===== config.mk =====
export PLATFORM = sky130hd
export DESIGN_NAME = if_fetch
export DESIGN_NICKNAME = d
export VERILOG_FILES = /design/src/rtl/if_fetch.sv
export SDC_FILE = /design/constraint.sdc
export NUM_CORES = 1
export LEC_CHECK = 0
export CAP_MARGIN = 10
export CORE_UTILIZATION = 35
export CTS_CLUSTER_DIAMETER = 120
export DETAILED_ROUTE_END_ITERATION = 12
export PLACE_DENSITY_LB_ADDON = 0.08
export RECOVER_POWER = 100
export SLEW_MARGIN = 10
export SYNTH_ARGS = -nofsm -noshare
export SYNTH_HDL_FRONTEND = slang
export SYNTH_SLANG_ARGS = --single-unit

===== constraint.sdc =====
create_clock -name clk -period 6 [get_ports clk]
set_clock_uncertainty 0.05 [all_clocks]
set_input_delay 1.2 -clock clk [delete_from_list [all_inputs] [get_ports clk]]
set_output_delay 1.2 -clock clk [all_outputs]
set_load 0.005 [all_outputs]

===== src/rtl/if_fetch.sv =====
// if_fetch: RV32I instruction-fetch stage with a single outstanding imem request, a one-entry hold buffer and flush/redirect.
// Optional rvalid watchdog (S_ERR, sticky fetch_err_o) is compiled in with IF_FETCH_TIMEOUT_EN.
module if_fetch #(
  parameter logic [31:0] RESET_PC       = 32'h0000_0000,
  parameter logic [31:0] NOP_INST       = 32'h0000_0013,
  parameter int unsigned TIMEOUT_CYCLES = 64
) (
  input  logic        clk,
  input  logic        rst,
  input  logic        stall_i,
  input  logic        flush_i,
  input  logic [31:0] flush_pc_i,
  output logic        imem_req_o,
  output logic [31:0] imem_addr_o,
  input  logic        imem_gnt_i,
  input  logic        imem_rvalid_i,
  input  logic [31:0] imem_rdata_i,
  output logic [31:0] pc_o,
  output logic [31:0] inst_o,
  output logic        inst_valid_o,
  output logic        fetch_err_o
);

  // state  | meaning
  // S_IDLE | single cycle after reset release
  // S_REQ  | request at pc_q, waiting for grant
  // S_WAIT | granted, waiting for rvalid
  // S_HOLD | decode stalled, fetched word parked in hold buffer
  // S_ERR  | rvalid timeout, only flush or reset leaves
  typedef enum logic [2:0] {S_IDLE, S_REQ, S_WAIT, S_HOLD, S_ERR} state_t;

  state_t      state_q;
  logic [31:0] pc_q;
  logic [31:0] out_pc_q;
  logic [31:0] out_inst_q;
  logic        out_valid_q;
  logic [31:0] hold_pc_q;
  logic [31:0] hold_inst_q;
  logic        discard_q;
  logic [31:0] pc_plus4;
  logic [31:0] flush_pc_al;
  logic [1:0]  flush_pc_unused;

  assign pc_plus4        = pc_q + 32'd4;
  assign flush_pc_al     = {flush_pc_i[31:2], 2'b00};
  assign flush_pc_unused = flush_pc_i[1:0];

`ifdef IF_FETCH_TIMEOUT_EN
  localparam int CW = (TIMEOUT_CYCLES > 1) ? $clog2(TIMEOUT_CYCLES) : 1;
  localparam logic [CW-1:0] TMO_LAST = CW'(TIMEOUT_CYCLES - 1);
  logic [CW-1:0] tmo_cnt_q;
  logic          err_q;
  assign fetch_err_o = err_q;
`else
  localparam int unsigned tmo_unused = TIMEOUT_CYCLES;
  assign fetch_err_o = 1'b0;
`endif

  assign imem_req_o   = (state_q == S_REQ);
  assign imem_addr_o  = pc_q;
  assign pc_o         = out_pc_q;
  assign inst_o       = out_inst_q;
  assign inst_valid_o = out_valid_q;

  always_ff @(posedge clk) begin
    if (rst) begin
      state_q     <= S_IDLE;
      pc_q        <= RESET_PC;
      out_pc_q    <= RESET_PC;
      out_inst_q  <= NOP_INST;
      out_valid_q <= 1'b0;
      hold_pc_q   <= RESET_PC;
      hold_inst_q <= NOP_INST;
      discard_q   <= 1'b0;
`ifdef IF_FETCH_TIMEOUT_EN
      tmo_cnt_q   <= '0;
      err_q       <= 1'b0;
`endif
    end else if (flush_i) begin
      out_valid_q <= 1'b0;
      out_inst_q  <= NOP_INST;
      pc_q        <= flush_pc_al;
`ifdef IF_FETCH_TIMEOUT_EN
      err_q       <= 1'b0;
`endif
      case (state_q)
        S_REQ: if (imem_gnt_i) begin
          // the word already granted belongs to the old path
          state_q   <= S_WAIT;
          discard_q <= 1'b1;
`ifdef IF_FETCH_TIMEOUT_EN
          tmo_cnt_q <= '0;
`endif
        end
        S_WAIT: if (imem_rvalid_i) begin
          state_q   <= S_REQ;
          discard_q <= 1'b0;
        end else begin
          discard_q <= 1'b1;
        end
        S_HOLD: state_q <= S_REQ;
        S_ERR: begin
          state_q   <= S_REQ;
          discard_q <= 1'b0;
        end
        default: state_q <= state_q;
      endcase
    end else begin
      if (!stall_i) begin
        out_valid_q <= 1'b0;
        out_inst_q  <= NOP_INST;
      end
      case (state_q)
        S_IDLE: state_q <= S_REQ;
        S_REQ: if (imem_gnt_i) begin
          state_q <= S_WAIT;
`ifdef IF_FETCH_TIMEOUT_EN
          tmo_cnt_q <= '0;
`endif
        end
        S_WAIT: if (imem_rvalid_i) begin
          if (discard_q) begin
            discard_q <= 1'b0;
            state_q   <= S_REQ;
          end else if (!out_valid_q || !stall_i) begin
            out_pc_q    <= pc_q;
            out_inst_q  <= imem_rdata_i;
            out_valid_q <= 1'b1;
            pc_q        <= pc_plus4;
            state_q     <= S_REQ;
          end else begin
            hold_pc_q   <= pc_q;
            hold_inst_q <= imem_rdata_i;
            pc_q        <= pc_plus4;
            state_q     <= S_HOLD;
          end
        end else begin
`ifdef IF_FETCH_TIMEOUT_EN
          if (tmo_cnt_q == TMO_LAST) begin
            state_q     <= S_ERR;
            err_q       <= 1'b1;
            out_valid_q <= 1'b0;
            out_inst_q  <= NOP_INST;
          end else begin
            tmo_cnt_q <= tmo_cnt_q + CW'(1);
          end
`endif
        end
        S_HOLD: if (!stall_i) begin
          out_pc_q    <= hold_pc_q;
          out_inst_q  <= hold_inst_q;
          out_valid_q <= 1'b1;
          state_q     <= S_REQ;
        end
        S_ERR: begin
`ifdef IF_FETCH_TIMEOUT_EN
          out_valid_q <= 1'b0;
          out_inst_q  <= NOP_INST;
`else
          state_q <= S_REQ;
`endif
        end
        default: state_q <= S_IDLE;
      endcase
    end
  end

endmodule

==> flow_summary.json, run 1 <==
{
  "drive_gt1_share_pct": 5.20,
  "initial_utilization_pct": 35.7,
  "startpoint": "imem_rvalid_i",
  "synth_edf_count": 0,
  "h-tree-depth": 4,
  "cts_resized": 0,
  "cts.sinks": 159,
  "cpMostUsedCell": "buf_4",
  "gp_congestion": 0.751,
  "intPower_mw": 1.83,
  "grt_overflow": 0,
  "viasPerCell": 5.38,
  "cp.required_ns": 6.16,
  "cp-start-kind": "primary input",
  "cts_root_buffer": "clkbuf_16",
  "period_needed_ns": 4.72,
  "dp_hpwl_um": 14000,
  "design.core.area_um2": 20200,
  "cts.clk_slew.worst_paths_ns": 0.07,
  "finalSetupViolations": 0,
  "reg2reg_from": "discard_q",
  "vias": 7042,
  "outcome": "finished with violations",
  "worstPathArrival_ns": 4.88,
  "max_stage_delay_ns": 0.78,
  "cts_setup_buffers": 0,
  "io_pins": 169,
  "finalCritPeriodShare_pct": 78.6,
  "violations": "max-capacitance violations, max-slew violations",
  "synth_top_flop_cell": "dfxtp_1",
  "pwr-share-comb_pct": 14.3,
  "power_mw": 2.57,
  "rows": 52,
  "fin_area_um2": 9510,
  "drt-total-wl_um": 22600,
  "die_h_um": 146,
  "grt_max_degree": 98,
  "p_sw_share_pct": 28.8,
  "tightest_slew_ns": 2.10,
  "synth.most_common_cell": "nand2_1",
  "yosys_warnings": 0,
  "hold-worst-slack_ns": 0.405,
  "async_flop_share_pct": 0,
  "die-area_um2": 21200,
  "slew_violations": 243,
  "path_max_fanout": 31,
  "syn_avg_cell_area_um2": 7.87,
  "p_leak_nw": 3.32,
  "slew_headroom_pct": -39.8,
  "dp_slack_ns": 1.69,
  "hold_viol": 0,
  "place_area_um2": 8960,
  "seq_area_frac_synth_pct": 44.0,
  "area_delta_synth_final_pct": 31.6,
  "path_cells": "dlygate4sd3_1 -> nor3b_1 -> clkbuf_1 -> a21o_1 -> buf_4 -> and2_1 -> buf_4 -> a311oi_1",
  "track_usage_pct": 21.7,
  "portBuffers": 161,
  "path_class": "primary input to flop",
  "nFillCells": 2012,
  "synthTopCellsByArea": "dfxtp_1 (44%), nand2_1 (9.8%), a21oi_1 (8.0%)",
  "p_sw_mw": 0.742,
  "yosysTopAreaCell": "dfxtp_1",
  "fin_tns_setup_ns": 0,
  "drt_iter0_markers": 350,
  "dr.pass1.iters": 4,
  "fin_ws_ns": 1.28,
  "syn-instance-count": 918,
  "grt_pass1_vias": 6714,
  "wire_per_inst_um": 17.2,
  "synth.top_cells.by_count": "nand2_1 (189), dfxtp_1 (159), a21oi_1 (116)",
  "die_x_um": 146,
  "cp-end-kind": "flop",
  "fin_nets": 1097,
  "cts_hold_buf": 0,
  "crit_buf_inv": 4,
  "grt_setup_unrepaired": "no",
  "max_freq_ghz": 0.212,
  "synth_top_cell_area_share_pct": 44.0,
  "max-vdd-ir-drop_uv": 213,
  "hp-start": "hold_pc_q[21]",
  "grt_pass1_wl_um": 36800,
  "clkPwrFrac_pct": 41.7,
  "cts_buffers": 17,
  "maxCapViolCount": 5,
  "drc": 0,
  "clock_latency_ns": 0.43,
  "synthesis.area_um2": 7230,
  "sequentialPowerShare_pct": 44.1,
  "ant_nets": 0,
  "holdCritPathClass": "flop to flop",
  "cts_tree": "done",
  "synth-seq-cells": 159,
  "path_delay_family": "buffers and inverters",
  "reg2reg_slack_ns": 2.36,
  "ys_types": 53,
  "grt_antenna_before_repair": 1,
  "clockBufferDepth": 2,
  "power_density_nw_per_um2": 270,
  "cp_slowest_cell": "clkbuf_1"
}
-- per-layer routing --
layer | track usage [%] | routed length, um | vias to the layer above | share of wire, %
li1 | - | - | 3522 | -
met1 | 29.0 | 10400 | 3313 | 46
met2 | 35.1 | 10600 | 185 | 47
met3 | 4.61 | 1270 | 22 | 5.6
met4 | 6.16 | 304 | 0 | 1.3
met5 | 0 | 0 | - | 0
-- sequential cells by signal, summed over array words and instances, names as in the netlist --
name and count:
discard_q 1, hold_inst_q 32, hold_pc_q 30, imem_addr_o 30
inst_o 32, inst_valid_o 1, pc_o 30, state_q 3
-- area by class of cell --
cell class	instances	area, um^2	area share, %
flip-flops and latches	159	3180	33.5
clock buffers	17	425	4.47
well taps	270	338	3.55
multi-input cells	659	3650	38.4
clock inverters	15	150	1.58
diodes	1	2.50	0.0263
inverters	10	37.5	0.395
repair buffers	179	1720	18.1
-- worst paths after layout --
| check | depth (start not counted) | endpoint |
|---|---|---|
| min reg2reg | 2 | hold_pc_q[21] |
| max | 8 | pc_o[10] |
| max reg2reg | 7 | pc_o[10] |
| min | 2 | hold_pc_q[21] |
-- cell families (layout without fill, tap and decap cells) --
group / Yosys count / count (layout) / share of synthesized area (%)
and+or+nand+nor: 377 / 377 / 24.4
AOI/OAI and AO/OA: 267 / 267 / 24.4
DFF: 159 / 159 / 44.0
buffers and inverters: 104 / 221 / 5.89
xor gates and xnor gates: 9 / 9 / 1.09
adders and majority gates: 1 / 1 / 0.173
other: 1 / 6 / 0.0519
-- worst min-delay path, cell delays in order (launching register included) --
cell	delay [ns]
dfxtp_1	0.31
nand2_1	0.05
a21oi_1	0.05
-- cell usage in the layout, fill, tap and decap left out, types with 6 or more instances in the layout --
cell	n
nand2_1	189
inv_6	6
buf_4	13
nand4_1	9
or4_1	13
a311oi_1	43
or3_1	6
and2_1	19
nor2_1	52
a221oi_1	17
a21oi_1	116
dlygate4sd3_1	95
clkbuf_16	17
a211oi_1	12
nand3_1	45
o31ai_1	15
o21ai_0	26
clkdlybuf4s50_1	65
inv_1	9
dfxtp_1	159
nor3_1	7
a22oi_1	13
xor2_1	8
a32o_1	13
-- power by group through the flow --
stage | Combinational (mW) | Sequential (mW) | Clock (mW)
global route | 0.401 | 1.14 | 1.14
detailed placement | 0.384 | 1.16 | 0
finish | 0.367 | 1.13 | 1.07
global placement | 0.383 | 1.16 | 0
CTS | 0.385 | 1.13 | 1.10
floorplan | 0.202 | 1.14 | 0
-- per-stage QoR --
stage               instances  util [%]
floorplan                 922         -
global placement         1277      44.3
detailed placement       1277      44.3
CTS                      1309      47.1
global route             1309      47.0
finish                   1310      47.0
Note: power is estimated with default switching activity, not from simulation.
==> inputs of run 2 (changes only) <==
==> constraint.sdc (replaced) <==
create_clock -name clk -period 4.6 [get_ports clk]
set_clock_uncertainty 0.05 [all_clocks]
set_input_delay 0.92 -clock clk [delete_from_list [all_inputs] [get_ports clk]]
set_output_delay 0.92 -clock clk [all_outputs]
set_load 0.005 [all_outputs]
==> flow_summary.json, run 2 (same netlist as run 1, synthesis figures left out) <==
{
  "area_delta_synth_final_pct": 31.6,
  "dp_slack_ns": 1.09,
  "maxCapViolCount": 0,
  "wire_per_inst_um": 17.0,
  "max_stage_delay_ns": 0.75,
  "final_common_cell": "nand2_1",
  "diodes": 0,
  "use_met3_pct": 4.70,
  "io_pins": 169,
  "grt_overflow": 0,
  "grt_max_degree": 80,
  "clock_latency_ns": 0.43,
  "cts_buffers": 17,
  "final_cell_mix": "nand2_1 (189), dfxtp_1 (159), a21oi_1 (116)",
  "h-tree-depth": 4,
  "die_h_um": 146,
  "path_max_fanout": 19,
  "nFillCells": 2013,
  "max_freq_ghz": 0.285,
  "cp_slowest_cell": "nor3b_1",
  "holdPathEnd": "hold_pc_q[31]",
  "drc": 0,
  "period_needed_ns": 3.51,
  "path_cells": "dlygate4sd3_1 -> nor3b_1 -> a21o_1 -> and2_0 -> buf_4 -> a311oi_1",
  "reg2reg_slack_ns": 1.40,
  "track_usage_pct": 21.2,
  "reg2reg_from": "state_q[0]",
  "vias": 6963,
  "cts_root_buffer": "clkbuf_16",
  "drive_gt1_share_pct": 5.68,
  "design.core.area_um2": 20200,
  "cts.clk_slew.worst_paths_ns": 0.06,
  "top_usage_layer": "met2",
  "dp_hpwl_um": 13800,
  "ant_nets": 0,
  "cp.required_ns": 4.82,
  "worstPathArrival_ns": 3.73,
  "fin_tns_setup_ns": 0,
  "rows": 52,
  "hold-worst-slack_ns": 0.404,
  "dr.pass1.iters": 4,
  "grt_pass1_vias": 6513,
  "cts_setup_buffers": 0,
  "grtUsageMet2_pct": 33.5,
  "p_leak_nw": 3.32,
  "slew_violations": 0,
  "initial_utilization_pct": 35.7,
  "slew_headroom_pct": 9.76,
  "outcome": "complete, no violations",
  "finalSetupViolations": 0,
  "portBuffers": 161,
  "grt_antenna_before_repair": 1,
  "cts_resized": 0,
  "holdCritPathClass": "flop to flop",
  "hold_viol": 0,
  "tightest_slew_ns": 1.35,
  "path_class": "primary input to flop",
  "hp-start": "hold_pc_q[31]",
  "grt_pass1_wl_um": 35700,
  "drt-total-wl_um": 22200,
  "cts.sinks": 159,
  "drt_iter0_markers": 483,
  "worstReg2RegEnd": "hold_pc_q[28]",
  "cts_hold_buf": 0,
  "die-area_um2": 21200,
  "die_x_um": 146,
  "grt_setup_unrepaired": "no",
  "gp_congestion": 0.769,
  "viasPerCell": 5.32,
  "cp-end-kind": "flop",
  "clockBufferDepth": 2,
  "cts_tree": "done",
  "rr_worst_depth": 5,
  "fin_nets": 1097,
  "power_mw": 3.32,
  "finalCritPeriodShare_pct": 76.4,
  "hold_depth": 2,
  "fin_ws_ns": 1.09,
  "met1_usage_pct": 29.1,
  "power_density_nw_per_um2": 350,
  "cp-start-kind": "primary input",
  "max-vdd-ir-drop_uv": 244
}
==> run 2: critical path: cells and delay by family <==
kind / cells / cell delay [ns]
AOI/OAI and AO/OA: 2 / 0.35
buffers and inverters: 2 / 1.06
and+or+nand+nor: 2 / 1.40
==> run 2: layout make-up <==
class / count / area [um^2] / share of cell area (%)
Sequential cell: 159 / 3180 / 33.5
Clock buffer: 18 / 439 / 4.62
Timing Repair Buffer: 179 / 1730 / 18.2
Clock inverter: 14 / 123 / 1.29
Multi-Input combinational cell: 659 / 3660 / 38.4
Inverter: 10 / 37.5 / 0.395
Tap cell: 270 / 338 / 3.55
==> run 2: worst max-delay path by stage <==
stage | start | endpoint | slack [ns] | depth (start not counted)
final | imem_rvalid_i | pc_o[3] | 1.09 | 6
after global routing | imem_rvalid_i | imem_addr_o[23] | 0.91 | 6
after CTS | imem_rvalid_i | inst_o[1] | 1.54 | 6
after detailed placement | imem_rvalid_i | inst_o[0] | 1.09 | 6
after global placement | imem_rvalid_i | inst_o[1] | 1.11 | 6
after floorplan | stall_i | inst_o[21] | 2.07 | 7
==> run 2: through the flow <==
| step | util (%) | instances | cell area (um^2) |
|---|---|---|---|
| floorplan | - | 922 | 7240 |
| global placement | 44.3 | 1277 | 8960 |
| detailed placement | 44.3 | 1277 | 8960 |
| CTS | 47.1 | 1309 | 9530 |
| global route | 47.0 | 1309 | 9510 |
| finish | 47.0 | 1309 | 9510 |
==> run 2: power breakdown <==
part	switching [mW]	internal [mW]
Clock	0.641	0.724
Combinational	0.270	0.205
Sequential	0.0636	1.42
==> run 2: per-layer routing <==
metal,share of wire [%],routed length [um]
met1,47,10400
met2,47,10400
met3,5.4,1190
met4,0.92,204
met5,0,0
==> inputs of run 3 (changes only) <==
==> constraint.sdc (replaced) <==
create_clock -name clk -period 3 [get_ports clk]
set_clock_uncertainty 0.05 [all_clocks]
set_input_delay 0.6 -clock clk [delete_from_list [all_inputs] [get_ports clk]]
set_output_delay 0.6 -clock clk [all_outputs]
set_load 0.005 [all_outputs]
==> flow_summary.json, run 3 (same netlist as run 1, synthesis figures left out) <==
{
  "clockBufferDepth": 2,
  "holdPathEnd": "hold_pc_q[13]",
  "outcome": "complete, no violations",
  "hold_viol": 0,
  "clock_latency_ns": 0.42,
  "max_freq_ghz": 0.371,
  "cts_hold_buf": 0,
  "rr_worst_depth": 5,
  "final_core_util_pct": 47.7,
  "sequentialPowerShare_pct": 44.2,
  "wire_per_inst_um": 16.8,
  "power_density_nw_per_um2": 530,
  "cts_setup_buffers": 0,
  "max-vdd-ir-drop_uv": 466,
  "reg2reg_slack_ns": 0.40,
  "drt_iter0_markers": 448,
  "rows": 52,
  "dr.pass1.iters": 5,
  "pwr-share-comb_pct": 15.1,
  "die_h_um": 146,
  "grt_max_degree": 75,
  "p_sw_mw": 1.45,
  "cts_tree": "done",
  "wl_met2_um": 10100,
  "initial_utilization_pct": 35.7,
  "design.core.area_um2": 20200,
  "drt-total-wl_um": 22200,
  "drive_gt1_share_pct": 6.74,
  "drt-met1-wl_um": 10800,
  "wl_met3_um": 1080,
  "holdCritPathClass": "flop to flop",
  "cts_root_buffer": "clkbuf_16",
  "finalSetupViolations": 0,
  "worstPathArrival_ns": 2.87,
  "diodes": 0,
  "cp.required_ns": 3.18,
  "p_leak_nw": 3.39,
  "fin_nets": 1112,
  "cts_resized": 0,
  "period_needed_ns": 2.70,
  "reg2reg_from": "state_q[1]",
  "h-tree-depth": 4,
  "slew_headroom_pct": 17.0,
  "intPower_mw": 3.67,
  "grt_overflow": 0,
  "cts.sinks": 159,
  "grt_antenna_before_repair": 0,
  "hold_depth": 2,
  "grt_pass1_vias": 6435,
  "drc": 0,
  "grt_pass1_wl_um": 35600,
  "slew_violations": 0,
  "die_x_um": 146,
  "clkPwrFrac_pct": 40.7,
  "hp-start": "hold_pc_q[13]",
  "dp_hpwl_um": 14100,
  "area_delta_synth_final_pct": 33.6,
  "cts_buffers": 17,
  "routed.top_layer": "met4",
  "final_cell_mix": "nand2_1 (189), dfxtp_1 (159), a21oi_1 (116)",
  "vias": 7024,
  "track_usage_pct": 21.1,
  "cp-end-kind": "flop",
  "grt_setup_unrepaired": "no",
  "final_common_cell": "nand2_1",
  "finalCritPeriodShare_pct": 89.9,
  "worstReg2RegEnd": "hold_inst_q[8]",
  "maxCapViolCount": 0,
  "path_class": "primary input to flop",
  "p_sw_share_pct": 28.3,
  "portBuffers": 161,
  "cp-start-kind": "primary input",
  "fin_tns_setup_ns": 0,
  "cts.clk_slew.worst_paths_ns": 0.07,
  "path_max_fanout": 16,
  "viasPerCell": 5.31,
  "tightest_slew_ns": 1.24,
  "gp_congestion": 0.799,
  "io_pins": 169,
  "die-area_um2": 21200,
  "ant_nets": 0
}
## run 3: cell count changes in the layout (fill, tap and decap cells not counted), moves of 2 or more
cell and change:
buf_4 +9, clkinvlp_4 +3, clkbuf_1 +2, clkdlybuf4s50_1 +2, clkinv_4 -4, buf_12 +3, dlygate4sd3_1 -2, inv_8 -2
## run 3: layout make-up
| type | count | area [um^2] |
|---|---|---|
| Clock buffer | 18 | 429 |
| Clock inverter | 14 | 131 |
| Fill cell | 2039 | 10600 |
| Inverter | 10 | 37.5 |
| Multi-Input combinational cell | 659 | 3660 |
| Sequential cell | 159 | 3180 |
| Tap cell | 270 | 338 |
| Timing Repair Buffer | 194 | 1880 |
## run 3: how the worst max path moves through the flow
stage                   from              end  cells past startpoint
2_1_floorplan        stall_i       inst_o[21]                      7
3_3_place_gp   imem_rvalid_i       inst_o[31]                      7
3_5_place_dp   imem_rvalid_i       inst_o[24]                      7
4_1_cts           state_q[0]       imem_req_o                      3
5_1_grt              flush_i  imem_addr_o[17]                      6
6_report       imem_rvalid_i       inst_o[31]                      7
## run 3: power by group through the flow
| stage | Combinational [mW] | Sequential (mW) | Clock (mW) |
|---|---|---|---|
| finish | 0.772 | 2.26 | 2.09 |
| detailed placement | 0.806 | 2.31 | 0 |
| floorplan | 0.405 | 2.29 | 0 |
| global placement | 0.803 | 2.31 | 0 |
| global route | 0.845 | 2.27 | 2.24 |
| CTS | 0.809 | 2.26 | 2.14 |
## run 3: critical path, cell delays in order
cell,delay (ns)
dlygate4sd3_1,0.57
nor3b_1,0.58
clkbuf_1,0.22
buf_4,0.25
and3_1,0.26
buf_4,0.27
a221oi_1,0.11
## run 3: layer usage
metal	up-vias	track usage [%]
met3	15	4.33
met5	-	0
met2	175	31.7
met1	3285	30.1
met4	0	6.32
li1	3549	-
## run 3: through the flow
step / setup slack, ns / instances / power [mW] / area [um^2] / hold WS (ns)
after detailed placement: 0.245 / 1292 / 3.12 / 9140 / 0.398
after CTS: 0.317 / 1324 / 5.22 / 9700 / 0.407
after global routing: 0.151 / 1324 / 5.36 / 9660 / 0.424
after global placement: 0.265 / 1292 / 3.12 / 9140 / 0.392
after floorplan: 0.789 / 922 / 2.69 / 7240 / 0.386
final: 0.303 / 1324 / 5.12 / 9660 / 0.406
